`src/rtl/legv8_pkg.sv`:
```
// Shared LEGv8 definitions: op enum, opcode fields, immediate limits, error codes.
// Used by the encoder and by the decoder/controller and its bench.
// No logic lives here; types and constants only.
package legv8_pkg;

    // Symbolic op accepted by the encoder; codes 17..31 are illegal.
    typedef enum logic [4:0] {
        OP_B    = 5'd0,
        OP_BL   = 5'd1,
        OP_CBZ  = 5'd2,
        OP_CBNZ = 5'd3,
        OP_LDUR = 5'd4,
        OP_STUR = 5'd5,
        OP_ADD  = 5'd6,
        OP_AND  = 5'd7,
        OP_ORR  = 5'd8,
        OP_EOR  = 5'd9,
        OP_SUB  = 5'd10,
        OP_ADDI = 5'd11,
        OP_ANDI = 5'd12,
        OP_ORRI = 5'd13,
        OP_EORI = 5'd14,
        OP_SUBI = 5'd15,
        OP_MOVZ = 5'd16
    } op_e;

    // B-format opcodes (6 bits)
    localparam logic [5:0]  OPC_B     = 6'b000101;
    localparam logic [5:0]  OPC_BL    = 6'b100101;
    // CB-format opcodes (8 bits)
    localparam logic [7:0]  OPC_CBZ   = 8'b10110100;
    localparam logic [7:0]  OPC_CBNZ  = 8'b10110101;
    // D-format opcodes (11 bits)
    localparam logic [10:0] OPC_LDUR  = 11'b11111000010;
    localparam logic [10:0] OPC_STUR  = 11'b11111000000;
    // R-format opcodes (11 bits)
    localparam logic [10:0] OPC_ADD   = 11'b10001011000;
    localparam logic [10:0] OPC_AND   = 11'b10001010000;
    localparam logic [10:0] OPC_ORR   = 11'b10101010000;
    localparam logic [10:0] OPC_EOR   = 11'b11101010000;
    localparam logic [10:0] OPC_SUB   = 11'b11001011000;
    // I-format opcodes (10 bits)
    localparam logic [9:0]  OPC_ADDI  = 10'b1001000100;
    localparam logic [9:0]  OPC_ANDI  = 10'b1001001000;
    localparam logic [9:0]  OPC_ORRI  = 10'b1011001000;
    localparam logic [9:0]  OPC_EORI  = 10'b1101001000;
    localparam logic [9:0]  OPC_SUBI  = 10'b1101000100;
    // IM-format opcode (9 bits)
    localparam logic [8:0]  OPC_MOVZ  = 9'b110100101;

    // Immediate limits, inclusive, interpreted as 32-bit signed values.
    localparam int IMM_BR_MIN   = -(1 << 25);
    localparam int IMM_BR_MAX   = (1 << 25) - 1;
    localparam int IMM_CB_MIN   = -(1 << 18);
    localparam int IMM_CB_MAX   = (1 << 18) - 1;
    localparam int IMM_D_MIN    = -256;
    localparam int IMM_D_MAX    = 255;
    localparam int IMM_I_MIN    = 0;
    localparam int IMM_I_MAX    = 4095;
    localparam int IMM_MOVZ_MIN = 0;
    localparam int IMM_MOVZ_MAX = 65535;

    // Rejection reasons
    localparam logic [1:0] ERR_NONE      = 2'd0;
    localparam logic [1:0] ERR_BAD_OP    = 2'd1;
    localparam logic [1:0] ERR_IMM_RANGE = 2'd2;

endpackage

```
`src/rtl/legv8_sync_fifo.sv`:
```
// Generic synchronous FIFO with registered slots; head shown directly from storage.
// Latency: word pushed at edge N is at the head after edge N if the FIFO was empty.
// Backpressure: push ignored when full, pop ignored when empty; caller gates on full/empty.
module legv8_sync_fifo #(
    parameter int DEPTH = 4,
    parameter int W     = 32,
    parameter int CNT_W = 3
) (
    input  logic             clk,
    input  logic             rst_n,
    input  logic             push_i,
    input  logic [W-1:0]     push_dat_i,
    input  logic             pop_i,
    output logic [W-1:0]     pop_dat_o,
    output logic             full_o,
    output logic             empty_o,
    output logic [CNT_W-1:0] count_o
);

    localparam int PTR_W = $clog2(DEPTH);

    logic [W-1:0]     mem_q [DEPTH];
    logic [PTR_W-1:0] wr_ptr_q;
    logic [PTR_W-1:0] rd_ptr_q;
    logic [CNT_W-1:0] count_q;
    logic             do_push;
    logic             do_pop;

    assign full_o    = (count_q == CNT_W'(DEPTH));
    assign empty_o   = (count_q == '0);
    assign do_push   = push_i && !full_o;
    assign do_pop    = pop_i && !empty_o;
    assign pop_dat_o = mem_q[rd_ptr_q];
    assign count_o   = count_q;

    // Storage, pointers (wrapping modulo DEPTH) and occupancy.
    always_ff @(posedge clk or negedge rst_n) begin
        if (!rst_n) begin
            for (int i = 0; i < DEPTH; i++) begin
                mem_q[i] <= '0;
            end
            wr_ptr_q <= '0;
            rd_ptr_q <= '0;
            count_q  <= '0;
        end else begin
            if (do_push) begin
                mem_q[wr_ptr_q] <= push_dat_i;
                wr_ptr_q        <= wr_ptr_q + PTR_W'(1);
            end
            if (do_pop) begin
                rd_ptr_q <= rd_ptr_q + PTR_W'(1);
            end
            if (do_push && !do_pop) begin
                count_q <= count_q + CNT_W'(1);
            end else if (do_pop && !do_push) begin
                count_q <= count_q - CNT_W'(1);
            end
        end
    end

endmodule

```
`src/rtl/legv8_instr_encoder.sv`:
```
// Packs a symbolic LEGv8 instruction into its 32-bit word, range-checks the immediate, queues it.
// Latency: accepted word reaches out_instr one edge later when the queue is empty.
// Backpressure: in_ready low while full (no bypass); rejected requests still consume the handshake.
module legv8_instr_encoder
    import legv8_pkg::*;
#(
    parameter int DEPTH = 4,
    parameter int CNT_W = 3
) (
    input  logic             clk,
    input  logic             rst_n,
    input  logic             in_valid,
    output logic             in_ready,
    input  logic [4:0]       in_op,
    input  logic [4:0]       in_rd,
    input  logic [4:0]       in_rn,
    input  logic [4:0]       in_rm,
    input  logic [31:0]      in_imm,
    input  logic [1:0]       in_hw,
    output logic             out_valid,
    input  logic             out_ready,
    output logic [31:0]      out_instr,
    output logic             err,
    output logic [1:0]       err_code,
    output logic [CNT_W-1:0] count
);

    logic        full;
    logic        empty;
    logic        accept;
    logic        pop;
    logic        reject;
    logic [1:0]  rej_code;
    logic [31:0] word;
    logic        err_q;
    logic        err_d;
    logic [1:0]  err_code_q;
    logic [1:0]  err_code_d;
    int          imm_s;

    assign imm_s     = int'($signed(in_imm));
    assign in_ready  = !full;
    assign accept    = in_valid && in_ready;
    assign out_valid = !empty;
    assign pop       = out_valid && out_ready;

    // Encode the request and decide whether it must be rejected.
    always_comb begin
        word     = '0;
        rej_code = ERR_NONE;
        case (in_op)
            OP_B, OP_BL: begin
                word = {(in_op == OP_B) ? OPC_B : OPC_BL, in_imm[25:0]};
                if (imm_s < IMM_BR_MIN || imm_s > IMM_BR_MAX) rej_code = ERR_IMM_RANGE;
            end
            OP_CBZ, OP_CBNZ: begin
                word = {(in_op == OP_CBZ) ? OPC_CBZ : OPC_CBNZ, in_imm[18:0], in_rd};
                if (imm_s < IMM_CB_MIN || imm_s > IMM_CB_MAX) rej_code = ERR_IMM_RANGE;
            end
            OP_LDUR, OP_STUR: begin
                word = {(in_op == OP_LDUR) ? OPC_LDUR : OPC_STUR, in_imm[8:0], 2'b00, in_rn, in_rd};
                if (imm_s < IMM_D_MIN || imm_s > IMM_D_MAX) rej_code = ERR_IMM_RANGE;
            end
            OP_ADD: word = {OPC_ADD, in_rm, 6'b000000, in_rn, in_rd};
            OP_AND: word = {OPC_AND, in_rm, 6'b000000, in_rn, in_rd};
            OP_ORR: word = {OPC_ORR, in_rm, 6'b000000, in_rn, in_rd};
            OP_EOR: word = {OPC_EOR, in_rm, 6'b000000, in_rn, in_rd};
            OP_SUB: word = {OPC_SUB, in_rm, 6'b000000, in_rn, in_rd};
            OP_ADDI, OP_ANDI, OP_ORRI, OP_EORI, OP_SUBI: begin
                case (in_op)
                    OP_ADDI: word = {OPC_ADDI, in_imm[11:0], in_rn, in_rd};
                    OP_ANDI: word = {OPC_ANDI, in_imm[11:0], in_rn, in_rd};
                    OP_ORRI: word = {OPC_ORRI, in_imm[11:0], in_rn, in_rd};
                    OP_EORI: word = {OPC_EORI, in_imm[11:0], in_rn, in_rd};
                    default: word = {OPC_SUBI, in_imm[11:0], in_rn, in_rd};
                endcase
                if (imm_s < IMM_I_MIN || imm_s > IMM_I_MAX) rej_code = ERR_IMM_RANGE;
            end
            OP_MOVZ: begin
                word = {OPC_MOVZ, in_hw, in_imm[15:0], in_rd};
                if (imm_s < IMM_MOVZ_MIN || imm_s > IMM_MOVZ_MAX) rej_code = ERR_IMM_RANGE;
            end
            default: rej_code = ERR_BAD_OP;
        endcase
    end

    assign reject     = (rej_code != ERR_NONE);
    assign err_d      = accept && reject;
    assign err_code_d = err_d ? rej_code : err_code_q;

    // One-cycle error pulse and sticky reason of the most recent rejection.
    always_ff @(posedge clk or negedge rst_n) begin
        if (!rst_n) begin
            err_q      <= 1'b0;
            err_code_q <= ERR_NONE;
        end else begin
            err_q      <= err_d;
            err_code_q <= err_code_d;
        end
    end

    assign err      = err_q;
    assign err_code = err_code_q;

    legv8_sync_fifo #(
        .DEPTH (DEPTH),
        .W     (32),
        .CNT_W (CNT_W)
    ) u_fifo (
        .clk        (clk),
        .rst_n      (rst_n),
        .push_i     (accept && !reject),
        .push_dat_i (word),
        .pop_i      (pop),
        .pop_dat_o  (out_instr),
        .full_o     (full),
        .empty_o    (empty),
        .count_o    (count)
    );

endmodule

```
`config.mk`:
```
export PLATFORM = sky130hd
export DESIGN_NAME = legv8_instr_encoder
export DESIGN_NICKNAME = d
export VERILOG_FILES = /design/src/rtl/legv8_pkg.sv /design/src/rtl/legv8_sync_fifo.sv /design/src/rtl/legv8_instr_encoder.sv
export SDC_FILE = /design/constraint.sdc
export NUM_CORES = 1
export LEC_CHECK = 0
export CAP_MARGIN = 25
export CORE_MARGIN = 2
export CORE_UTILIZATION = 40
export DETAILED_ROUTE_END_ITERATION = 12
export DONT_BUFFER_PORTS = 1
export PLACE_DENSITY = 0.56
export SLEW_MARGIN = 20
export SYNTH_ARGS = -nofsm -noshare
export SYNTH_HDL_FRONTEND = slang
export SYNTH_SLANG_ARGS = --single-unit
export TNS_END_PERCENT = 5
```
`constraint.sdc`:
```
create_clock -name clk -period 3.05 [get_ports clk]
set_clock_uncertainty 0.1 [all_clocks]
set_input_delay 0.7625 -clock clk [delete_from_list [all_inputs] [get_ports clk]]
set_output_delay 0.7625 -clock clk [all_outputs]
set_load 0.1 [all_outputs]
```
* Yosys cells after proc, flatten, opt, wreduce, memory -nomap -nowiden
Cells that the tools add are included.
** Storage, ports and cells
- Memory bits (read-only) :: 0
- Latch bits :: 0
- Memories :: 0
- Logic and storage cells :: 91
- RAM bits :: 0
- Bits in registers :: 138
- Input bits :: 58
- Output and inout port bits :: 40
** Operators by class
- Equality and inequality tests :: 17
- Bitwise operators :: 2
- Muxes and demuxes :: 19
- Div/mod/pow operators :: 0
- $lt $le $gt $ge :: 12
- Shift operators :: 0
- Multiply operators :: 0
- $add $sub $neg :: 4
- Reduce and logical (&&, ||, !) cells :: 28
** Operators by type and width (number)
- $pmux W32 S10 :: 1
- $bwmux W128 :: 1
- $pmux W31 S4 :: 1
- $mux W32 :: 3
- $bmux W32 S2 :: 1
- $demux W32 S2 :: 1
- $eq A5 B4 Y1 const B :: 8
- $gt A32 B13 Y1 const B :: 1
- $gt A32 B17 Y1 const B :: 1
- $gt A32 B19 Y1 const B :: 1
- $gt A32 B26 Y1 const B :: 1
- $gt A32 B9 Y1 const B :: 1
- $lt A32 B1 Y1 const B :: 1
- $lt A32 B19 Y1 const B :: 1
- $lt A32 B26 Y1 const B :: 1
- $lt A32 B9 Y1 const B :: 1
- $eq A5 B3 Y1 const B :: 4
- $mux W2 :: 6
- $pmux W2 S6 :: 1
- $eq A5 B2 Y1 const B :: 2
- $reduce_or A5 Y1 :: 2
- $logic_and A1 B1 Y1 :: 9
- $ge A3 B3 Y1 const B :: 2
- $mux W3 :: 2
- 16 further kinds :: 29

* Depth between registers and ports, before layout
Gate-level depths: netlist of the first run.
- Depth after elaboration :: 12
- Depth in mapped cells :: 12
- Gate-level depth less buffers :: 11

* By module
A second synthesis of the first run with hierarchy kept.
** Second synthesis, totals
- Cell total of the unflattened synthesis :: 501
- Area total of the unflattened synthesis :: 6966.7 um^2
** Modules (own cells, without submodules)
- legv8_sync_fifo :: sequential area each 3378.2 um^2, cells an instance 346, area each 5960.7 um^2, times used 1
- legv8_instr_encoder :: sequential area each 75.1 um^2, cells an instance 155, area each 1006.0 um^2, times used 1

* Least setup slack after synthesis of the first run
No wires, ideal clock.
- Path type :: reg2reg
- From :: register u_fifo.count_q[0] (netlist: u_fifo.count_o[0])
- To :: register u_fifo.count_q[2] (netlist: u_fifo.count_o[2])
- Required time :: 2.788 ns
- Setup slack :: -0.721 ns
- Cell stages (with the launch flop) :: 11
- Setup time :: 0.162 ns
- Clock period less this slack :: 3.771 ns
- Arrival :: 3.509 ns
- Buffers on the path :: 0
- Cells stage by stage :: dfrtp_1 > nor2_1 > nand2_1 > and3_1 > and3_1 > ha_1 > inv_1 > fa_1 > xor2_1 > nor2_1 > xor2_1
** Between the ends
- Word-level cells in the longest chain between the ends :: 8
- Elaborated cells on any way between the ends :: 18
- Those cells by class :: add/sub: 2; eq/ne: 1; mux: 2; reduce/logical: 13
** Ends and longest elaborated chain
- from (decl) :: line legv8_sync_fifo.sv:25 : logic [CNT_W-1:0] count_q;
- from (signal assigned) :: line legv8_sync_fifo.sv:54 : count_q <= count_q + CNT_W'(1);
- from (signal assigned) :: line legv8_sync_fifo.sv:56 : count_q <= count_q - CNT_W'(1);
- $eq A3 B3 Y1 * :: line legv8_sync_fifo.sv:29 : assign full_o = (count_q == CNT_W'(DEPTH));
- $logic_not A1 Y1 * :: line legv8_instr_encoder.sv:42 : assign in_ready = !full;
- named net in_ready :: line legv8_instr_encoder.sv:13 : output logic in_ready,
- $logic_and A1 B1 Y1 :: line legv8_instr_encoder.sv:43 : assign accept = in_valid && in_ready;
- $logic_and A1 B1 Y1 :: line legv8_instr_encoder.sv:112 : .push_i (accept && !reject),
- $logic_and A1 B1 Y1 * :: line legv8_sync_fifo.sv:31 : assign do_push = push_i && !full_o;
- named net u_fifo.do_push :: line legv8_sync_fifo.sv:26 : logic do_push;
- $logic_not A1 Y1 :: line legv8_sync_fifo.sv:55 : end else if (do_pop && !do_push) begin
- $logic_and A1 B1 Y1 :: line legv8_sync_fifo.sv:55
- $reduce_bool A2 Y1 (no source line)
The timed path passes the listed nets; every way through them passes the cells marked *. The select of a mux whose other input is x is not followed.
A chain may end at the register's enable or synchronous reset.

* Worst setup path in the final report of the first run
- From :: input port in_imm[28]
- To :: register u_fifo.count_q[2] (netlist: u_fifo.count_o[2])
** Between the ends
- Word-level cells in the longest chain between the ends :: 11
- Elaborated cells on any way between the ends :: 29
- Those cells by class :: order compare: 9; mux: 7; reduce/logical: 13
** Ends and longest elaborated chain
- from (decl) :: line legv8_instr_encoder.sv:18 : input logic [31:0] in_imm,
- $lt A32 B1 Y1 (tied with other cells) :: line legv8_instr_encoder.sv:77, legv8_instr_encoder.sv:81
- $logic_or A1 B1 Y1 (on tied branches)
- $mux W2 (on tied branches)
- $pmux W2 S6 * :: line legv8_instr_encoder.sv:51 : case (in_op)
- $reduce_bool A2 Y1 * :: line legv8_instr_encoder.sv:87 : assign reject = (rej_code != ERR_NONE);
- $logic_not A1 Y1 * :: line legv8_instr_encoder.sv:112
- $logic_and A1 B1 Y1 * :: line legv8_instr_encoder.sv:112
- $logic_and A1 B1 Y1 * :: line legv8_sync_fifo.sv:31
- named net u_fifo.do_push :: line legv8_sync_fifo.sv:26
- $logic_not A1 Y1 :: line legv8_sync_fifo.sv:55
- $logic_and A1 B1 Y1 :: line legv8_sync_fifo.sv:55
- $reduce_bool A2 Y1 (no source line)
The timed path passes the listed nets; every way through them passes the cells marked *.

==> flow_summary.json, run 1 <==
{
  "layout.area.seq_um2": 3460,
  "cellPowerDensity_nw_per_um2": 1330,
  "max_slew_margin_pct": 39.8,
  "final_net_count": 617,
  "share_of_the_synthesized_area_in_the_top_cell_type_pct": 49.0,
  "multi_input_gate_area_um2": 3400,
  "cp-start-kind": "primary input",
  "grt_setup_unrepaired": "false",
  "setup.worst_path.end_class": "register",
  "route.detailed.wl_per_inst_um": 22.2,
  "timing_hold_violations_final": 138,
  "synth_cells": 502,
  "critical_path.max_fanout": 3,
  "synth_flop_cell": "dfrtp_1",
  "timing.setup.critical_path_class": "in2reg",
  "dpl.cell_count": 759,
  "boundaryPins": 98,
  "firstDrtPassIters": 7,
  "setup.reg_to_reg.worst_slack_ps": 850,
  "synth-seq-cells": 138,
  "met2_grt_util_pct": 33.2,
  "gp_congestion": 0.901,
  "fmaxAchievable_mhz": 339,
  "power_leakage_nw": 3.98,
  "whs_ps": -60.0,
  "cts_tree": "built",
  "arrival_ps": 3190,
  "ys_top_cells_by_count": "dfrtp_1 (138), mux2_2 (110), nand2_1 (44)",
  "first_global_vias": 4899,
  "min-delay-path-class": "in2async",
  "worst_slack_ps": 100,
  "synth_seq_area_share_pct": 49.0,
  "post_route_cells_drive_above_1_share_pct": 48.6,
  "cts_sinks": 138,
  "grt.busiest_layer": "met2",
  "die_outline_height_um": 137,
  "largest_net_degree_at_the_start_of_global_routing": 139,
  "synth_most_common_cell": "dfrtp_1",
  "fin_cells": 791,
  "timing.critical_path.required_ps": 3290,
  "grt_use_total_pct": 20.4,
  "synth_enable_flop_cells": 0,
  "yosys.cell_types.count": 44,
  "clock_latency_late_sink_ps": 410,
  "grt_use_met3_pct": 5.96,
  "report.power.total_mw": 11.6,
  "timing.final.crit_period_ps": 2950,
  "synth_area_leader_cell": "dfrtp_1",
  "failed_checks": "hold timing",
  "final_antenna_diode_count": 0,
  "cts-root-buf": "clkbuf_16",
  "via_count": 4530,
  "netlist_top_cells_area": "dfrtp_1 (49%), mux2_2 (18%), mux4_2 (10%)",
  "placement.cell_area_um2": 8090,
  "floorplan_core_area_um2": 17200,
  "chipWidth_um": 137,
  "path_clk_slew_ps": 60,
  "std_cell_rows": 48,
  "r2r-start": "u_fifo.count_o[0]",
  "antenna_violating_nets_post_route": 0,
  "dp_slack_ps": -340,
  "worst_ir_drop_vdd_mv": 0.999,
  "port_buffers": 0,
  "final_min_period_over_clock_period_pct": 96.7,
  "max_slew.worst_pin.slew_ps": 904,
  "setup-violations-final": 0,
  "n_fill_cell": 1484,
  "synthesis.area_per_instance_um2": 14.0,
  "synth-async-reset-ratio_pct": 100,
  "final_max_slew_viol_count": 0,
  "grt_antenna_before_repair": 0,
  "result_of_the_run": "complete, but fails checks",
  "dp_hpwl_mm": 12.1,
  "yosysWarningCount": 0,
  "initialDrtViolationCount": 266,
  "clock_tree.htree_level_count": 4,
  "floorplan.die_area_um2": 18700,
  "fin_area_um2": 8730,
  "drt_drc_violations_left": 0,
  "grtUsageMet1_pct": 25.2,
  "synthToLayoutAreaGrowth_pct": 23.9,
  "ctsLongestPathBuffers": 2,
  "worst-r2r-cell-count": 8,
  "start_util_pct": 40.9,
  "max_cap_violations": 0,
  "worstSetupStartpoint": "in_imm[28]",
  "postRouteWirelength_mm": 17.5,
  "via_per_inst": 5.73,
  "first_pass_grt_wire_length_mm": 28.0,
  "total_congestion_overflow_after_global_routing": 0,
  "cts_inserted_buffers": 17,
  "syn_nets": 566,
  "synthesis.area_um2": 7050
}
metal layers:
metal  vias up  wire length [um]
met2       132              8870
met5         -                 0
li1       2012                 -
met3        24              1030
met1      2362              7270
met4         0               363
per-stage QoR:
| step | TNS (ps) | util (%) |
|---|---|---|
| global placement | -1580 | 47.0 |
| global route | 0 | 50.6 |
| CTS | 0 | 50.6 |
| finish | 0 | 50.6 |
| floorplan | -1120 | - |
| detailed placement | -8320 | 47.0 |
what timing repair did:
action                    CTS  global route
resized for setup           0             0
setup buffers               0             0
hold endpoints to repair  138           138
cell usage in the layout, fill, tap and decap left out, types with 10 or more instances in the layout:
master / count
dfrtp_1: 136
mux2_2: 109
nand2_1: 43
buf_12: 37
mux4_2: 32
buf_4: 26
mux2_4: 21
clkbuf_16: 17
a21oi_1: 10
a222oi_1: 10
power breakdown:
part / internal, mW / total [mW] / leakage, nW / switching (mW)
Sequential: 2.60 / 3.11 / 1.80 / 0.511
Clock: 1.40 / 2.20 / 0.301 / 0.805
Combinational: 2.60 / 6.29 / 1.88 / 3.68
Total: 6.60 / 11.6 / 3.98 / 5.00
layout make-up:
| cell class | instances | share of cell area [%] |
|---|---|---|
| sequential | 138 | 39.6 |
| inverter | 5 | 0.215 |
| tap | 225 | 3.22 |
| clock buffer | 19 | 5.07 |
| multi-input combinational | 328 | 39.0 |
| clock inverter | 13 | 2.22 |
| timing repair buffer | 63 | 10.7 |
sequential cells by signal (all words and copies together) (netlist names):
name             flops
u_fifo.wr_ptr_q      2
u_fifo.mem_q       128
u_fifo.count_o       3
err_code             2
u_fifo.rd_ptr_q      2
err                  1
worst max-delay path, cell delays in order:
cell      delay, ps
or4_1           580
and4b_2         360
o211ai_2        110
a211oi_4        220
and3_4          230
ha_4            130
inv_2            30
fa_2            320
xor2_1          170
nor2_1          120
xor2_1          150
worst paths after layout:
kind	end
min in group clk	u_fifo.mem_q[41]
max in group asynchronous	u_fifo.mem_q[15]
max reg2reg	u_fifo.count_o[2]
min reg2reg	u_fifo.mem_q[41]
max	u_fifo.count_o[2]
min	u_fifo.rd_ptr_q[1]
logic make-up after synthesis:
kind of cell	count (synthesis)	synth area share, %
xor+xnor	8	0.994
flops	138	49.0
mux	162	32.1
fa+ha+maj	6	1.17
buf+inv	36	3.20
compound gates	50	5.45
simple gates	102	8.11
Note: power is estimated with default switching activity, not from simulation.
==> run 2, diff against run 1 <==
Settings changed: CORE_UTILIZATION 40 to 54, PLACE_DENSITY 0.56 to 0.71.
==> run 2 against run 1 <==
Net effect:
- the run still ends with hold timing left
- die area decreased by 25%
- critical path type unchanged
- clock-buffer cell count increased by 4
- utilization is 18 points higher
- largest power group unchanged
- sequential power about the same
- total power rose by 0.16%
- critical path depth stayed put
- global-route usage increased by 5.9 points
- final area decreased by 0.72%
- non-clock buffer count up 1
- combinational power about the same
==> flow_summary.json, run 2 (synthesized netlist as in run 1, its figures left out) <==
{
  "result_of_the_run": "complete, but fails checks",
  "failed_checks": "hold timing",
  "final_antenna_diode_count": 0,
  "cts-root-buf": "clkbuf_16",
  "setup-violations-final": 0,
  "drt_drc_violations_left": 0,
  "number_of_flip_flops_under_the_largest_register_name": 128,
  "cellPowerDensity_nw_per_um2": 1340,
  "antenna_violating_nets_post_route": 0,
  "cts_tree": "built",
  "register_ranked_first_by_flip_flop_count": "u_fifo.mem_q",
  "cts_sinks": 138,
  "floorplan.die_area_um2": 14000,
  "port_buffers": 0,
  "path_clk_slew_ps": 60,
  "clock_tree.htree_level_count": 4,
  "final_net_count": 618,
  "whs_ps": -59.4,
  "fmaxAchievable_mhz": 336,
  "timing.final.crit_period_ps": 2980,
  "cp-start-kind": "primary input",
  "max_slew.worst_pin.slew_ps": 903,
  "clock_latency_late_sink_ps": 420,
  "dp_hpwl_mm": 11.8,
  "timing_hold_violations_final": 138,
  "gp_congestion": 0.858,
  "max_slew_margin_pct": 39.8,
  "grt_antenna_before_repair": 0,
  "first_global_vias": 4922,
  "worst_ir_drop_vdd_mv": 1.01,
  "arrival_ps": 3220,
  "max_cap_violations": 0,
  "power_leakage_nw": 4.00,
  "route.detailed.wl_per_inst_um": 23.7,
  "final_min_period_over_clock_period_pct": 97.6,
  "chipWidth_um": 118,
  "final_max_slew_viol_count": 0,
  "synthToLayoutAreaGrowth_pct": 23.0,
  "via_per_inst": 6.34,
  "report.power.total_mw": 11.6,
  "setup.worst_path.end_class": "register",
  "start_util_pct": 55.6,
  "post_route_cells_drive_above_1_share_pct": 48.7,
  "largest_net_degree_at_the_start_of_global_routing": 139,
  "boundaryPins": 98,
  "ctsLongestPathBuffers": 2,
  "grt_use_total_pct": 26.3,
  "timing.critical_path.required_ps": 3290,
  "grt_setup_unrepaired": "false",
  "critical_path.max_fanout": 3,
  "n_fill_cell": 844,
  "fin_cells": 737,
  "firstDrtPassIters": 7,
  "cts_inserted_buffers": 17,
  "min-delay-path-class": "in2async",
  "std_cell_rows": 41,
  "layout.cells.most_common_list": "dfrtp_1 (136), mux2_2 (109), nand2_1 (43)",
  "via_count": 4673,
  "postRouteWirelength_mm": 17.5,
  "first_pass_grt_wire_length_mm": 27.9,
  "timing.setup.critical_path_class": "in2reg",
  "dpl.cell_count": 707,
  "die_outline_height_um": 118,
  "total_congestion_overflow_after_global_routing": 0,
  "initialDrtViolationCount": 572,
  "floorplan_core_area_um2": 12700,
  "layout.cells.most_common": "dfrtp_1",
  "worst-r2r-cell-count": 8
}
run 2: repair_timing:
action | in CTS | in global routing
hold endpoints to repair | 138 | 138
setup buffers | 0 | 0
gates resized for setup | 0 | 0
run 2: layout make-up:
class                   instances  area [um^2]  share of cell area, %
clock buffers                  23          508                   5.86
multi-input cells             328         3400                   39.2
inverters                       5         18.8                  0.217
flip-flops and latches        138         3460                   39.9
clock inverters                 7          113                   1.30
repair buffers                 64          956                   11.0
well taps                     172          215                   2.48
run 2: final timing paths:
check / start / end / slack [ps]
max: in_imm[28] / u_fifo.count_o[2] / 70
min: rst_n / err / -60
max reg2reg: u_fifo.count_o[0] / u_fifo.count_o[2] / 850
min reg2reg: u_fifo.mem_q[57] / u_fifo.mem_q[57] / 400
max in group asynchronous: rst_n / u_fifo.mem_q[24] / 2700
min in group clk: u_fifo.mem_q[57] / u_fifo.mem_q[57] / 400
run 2: through the flow:
step / TNS (ps) / util, % / hold WS (ps) / area (um^2) / setup slack, ps
after detailed placement: -4220 / 63.5 / 373 / 8050 / -298
after global routing: 0 / 68.4 / -73.2 / 8670 / 13.4
after CTS: 0 / 68.4 / -66.5 / 8670 / 74.6
final: 0 / 68.4 / -59.4 / 8670 / 72.1
after global placement: -432 / 63.5 / 373 / 8050 / -233
after floorplan: -1120 / - / 367 / 7070 / -470
run 2: power by group:
part	internal [mW]	switching [mW]	leakage (nW)
sequential	2.60	0.532	1.80
clock	1.40	0.757	0.307
combinational	2.61	3.71	1.89
run 2: layer usage:
metal,track usage (%),routed length (um)
met5,0,0
met3,9.27,1390
met1,32.9,6830
met2,42.0,8810
met4,9.94,448
run 2: critical path, stage by stage:
cell and delay [ps]:
or4_1 560, and4b_2 350, o211ai_2 110, a211oi_4 230
and3_4 230, ha_4 130, inv_2 40, fa_2 330
xor2_1 170, nor2_1 140, xor2_1 170
==> run 3, diff against run 2 <==
Settings changed: PLACE_DENSITY 0.71 to 0.72.
==> run 3 against run 2 <==
Net effect:
- sequential share of layout area increased by 0.12 points
- routed wire length decreased by 3.5%
- clock power decreased by 3%
- clock-buffer cell count increased by 2
- sequential power about the same
- first-iteration DRC count increased by 20%
- utilization decreased by 0.20 points
- the flow still finishes with violations (hold timing)
- non-clock buffer count decreased by 2
- register-to-register slack improved by 40 ps
==> flow_summary.json, run 3 (synthesized netlist as in run 1, its figures left out) <==
{
  "first_pass_grt_wire_length_mm": 26.9,
  "cp-start-kind": "primary input",
  "cts_sinks": 138,
  "cts-root-buf": "clkbuf_16",
  "post_cts_resized": 0,
  "result_of_the_run": "complete, but fails checks",
  "arrival_ps": 3200,
  "critical_path.max_fanout": 3,
  "layout.cells.most_common": "dfrtp_1",
  "die_outline_height_um": 118,
  "max_slew.worst_pin.slew_ps": 901,
  "total_congestion_overflow_after_global_routing": 0,
  "postRouteWirelength_mm": 16.9,
  "post_cts_repair_setup_buffers": 0,
  "initialDrtViolationCount": 688,
  "failed_checks": "hold timing",
  "synthToLayoutAreaGrowth_pct": 22.6,
  "fmaxAchievable_mhz": 339,
  "chipWidth_um": 118,
  "drt_drc_violations_left": 0,
  "path_clk_slew_ps": 60,
  "port_buffers": 0,
  "clock_latency_late_sink_ps": 430,
  "gp_congestion": 0.883,
  "route.detailed.wl_per_inst_um": 22.9,
  "report.power.total_mw": 11.5,
  "min-delay-path-class": "in2async",
  "ctsLongestPathBuffers": 2,
  "worst-r2r-cell-count": 8,
  "grt_antenna_before_repair": 0,
  "timing_hold_violations_final": 138,
  "swShare_pct": 43.0,
  "setup.reg_to_reg.worst_slack_ps": 890,
  "pwr-share-comb_pct": 54.6,
  "first_global_vias": 4902,
  "clock_tree.htree_level_count": 4,
  "boundaryPins": 98,
  "grt_use_total_pct": 25.7,
  "totalNegativeSetupSlack_ps": 0,
  "n_fill_cell": 862,
  "fin_area_um2": 8640,
  "final_net_count": 616,
  "dp_hpwl_mm": 11.5,
  "post_route_cells_drive_above_1_share_pct": 48.4,
  "placement.cell_area_um2": 8030,
  "timing.critical_path.required_ps": 3300,
  "cellInternalPower_mw": 6.58,
  "cts_tree": "built",
  "number_of_flip_flops_under_the_largest_register_name": 128,
  "via_count": 4629,
  "switchingPower_mw": 4.97,
  "cellPowerDensity_nw_per_um2": 1340,
  "std_cell_rows": 41,
  "setup.worst_path.end_class": "register",
  "r2r-start": "u_fifo.count_o[1]",
  "firstDrtPassIters": 9,
  "worst_ir_drop_vdd_mv": 1.14,
  "grt_setup_unrepaired": "false",
  "floorplan_core_area_um2": 12700,
  "final_max_slew_viol_count": 0,
  "max_slew_margin_pct": 39.9,
  "timing.setup.critical_path_class": "in2reg",
  "max_cap_violations": 0,
  "setup-violations-final": 0,
  "timing.final.crit_period_ps": 2950,
  "r2r-end": "u_fifo.count_o[1]",
  "final_antenna_diode_count": 0,
  "antenna_violating_nets_post_route": 0,
  "power_frac_seq_pct": 27.2,
  "power.share.clock_pct": 18.2,
  "power_leakage_nw": 3.98,
  "floorplan.die_area_um2": 14000,
  "register_ranked_first_by_flip_flop_count": "u_fifo.mem_q",
  "layout.cells.most_common_list": "dfrtp_1 (136), mux2_2 (109), nand2_1 (43)",
  "cts_inserted_buffers": 17,
  "start_util_pct": 55.6,
  "largest_net_degree_at_the_start_of_global_routing": 139,
  "whs_ps": -66.8,
  "final_min_period_over_clock_period_pct": 96.7,
  "via_per_inst": 6.29
}
==> run 3: changes by cell type in the layout (fill, tap and decap cells not counted) <==
cell,before,now
bufinv_16,3,2
clkbuf_8,6,7
clkinv_2,3,2
buf_4,26,24
clkinvlp_4,1,2
clkbuf_1,0,1
==> run 3: power by group through the flow <==
stage / Sequential, mW / Combinational (mW) / Clock (mW)
after floorplan: 3.13 / 4.34 / 0
after global routing: 3.24 / 6.51 / 2.22
final: 3.14 / 6.30 / 2.10
after detailed placement: 3.17 / 6.32 / 0
after CTS: 3.14 / 6.34 / 2.13
after global placement: 3.10 / 6.24 / 0
==> run 3: cell type report <==
type / instances / area (um^2) / share of cell area, %
flip-flops and latches: 138 / 3460 / 40.0
multi-input cells: 328 / 3400 / 39.4
inverters: 5 / 18.8 / 0.217
repair buffers: 62 / 941 / 10.9
clock buffers: 25 / 526 / 6.08
clock inverters: 6 / 85.1 / 0.985
well taps: 172 / 215 / 2.49
==> run 3: worst max path at each step <==
stage / slack [ps] / cells after the start / to / from
global route: 40 / 3 / out_instr[31] / u_fifo.rd_ptr_q[0]
finish: 100 / 11 / u_fifo.count_o[2] / in_imm[28]
CTS: 100 / 3 / out_instr[31] / u_fifo.rd_ptr_q[0]
global placement: -230 / 11 / u_fifo.count_o[2] / in_imm[28]
detailed placement: -340 / 11 / u_fifo.count_o[2] / in_imm[28]
floorplan: -470 / 11 / u_fifo.count_o[2] / in_imm[28]
==> run 3: critical path: stages <==
cell      delay (ps)
or4_1            580
and4b_2          350
o211ai_2         110
a211oi_4         240
and3_4           230
ha_4             130
inv_2             30
fa_2             320
xor2_1           160
nor2_1           110
xor2_1           160
==> run 3: stage by stage <==
step	utilization, %	std cells	setup slack (ps)
finish	68.2	736	101
global placement	63.4	705	-230
floorplan	-	502	-470
CTS	68.2	736	102
detailed placement	63.4	705	-339
global route	68.2	736	40.7
==> run 3: metal layers <==
metal / vias to the layer above / track usage, % / share of wire (%)
met5: - / 0 / 0
met4: 0 / 11.5 / 4.2
met2: 208 / 40.5 / 48
li1: 2003 / - / -
met1: 2355 / 30.6 / 39
met3: 63 / 11.0 / 8.9
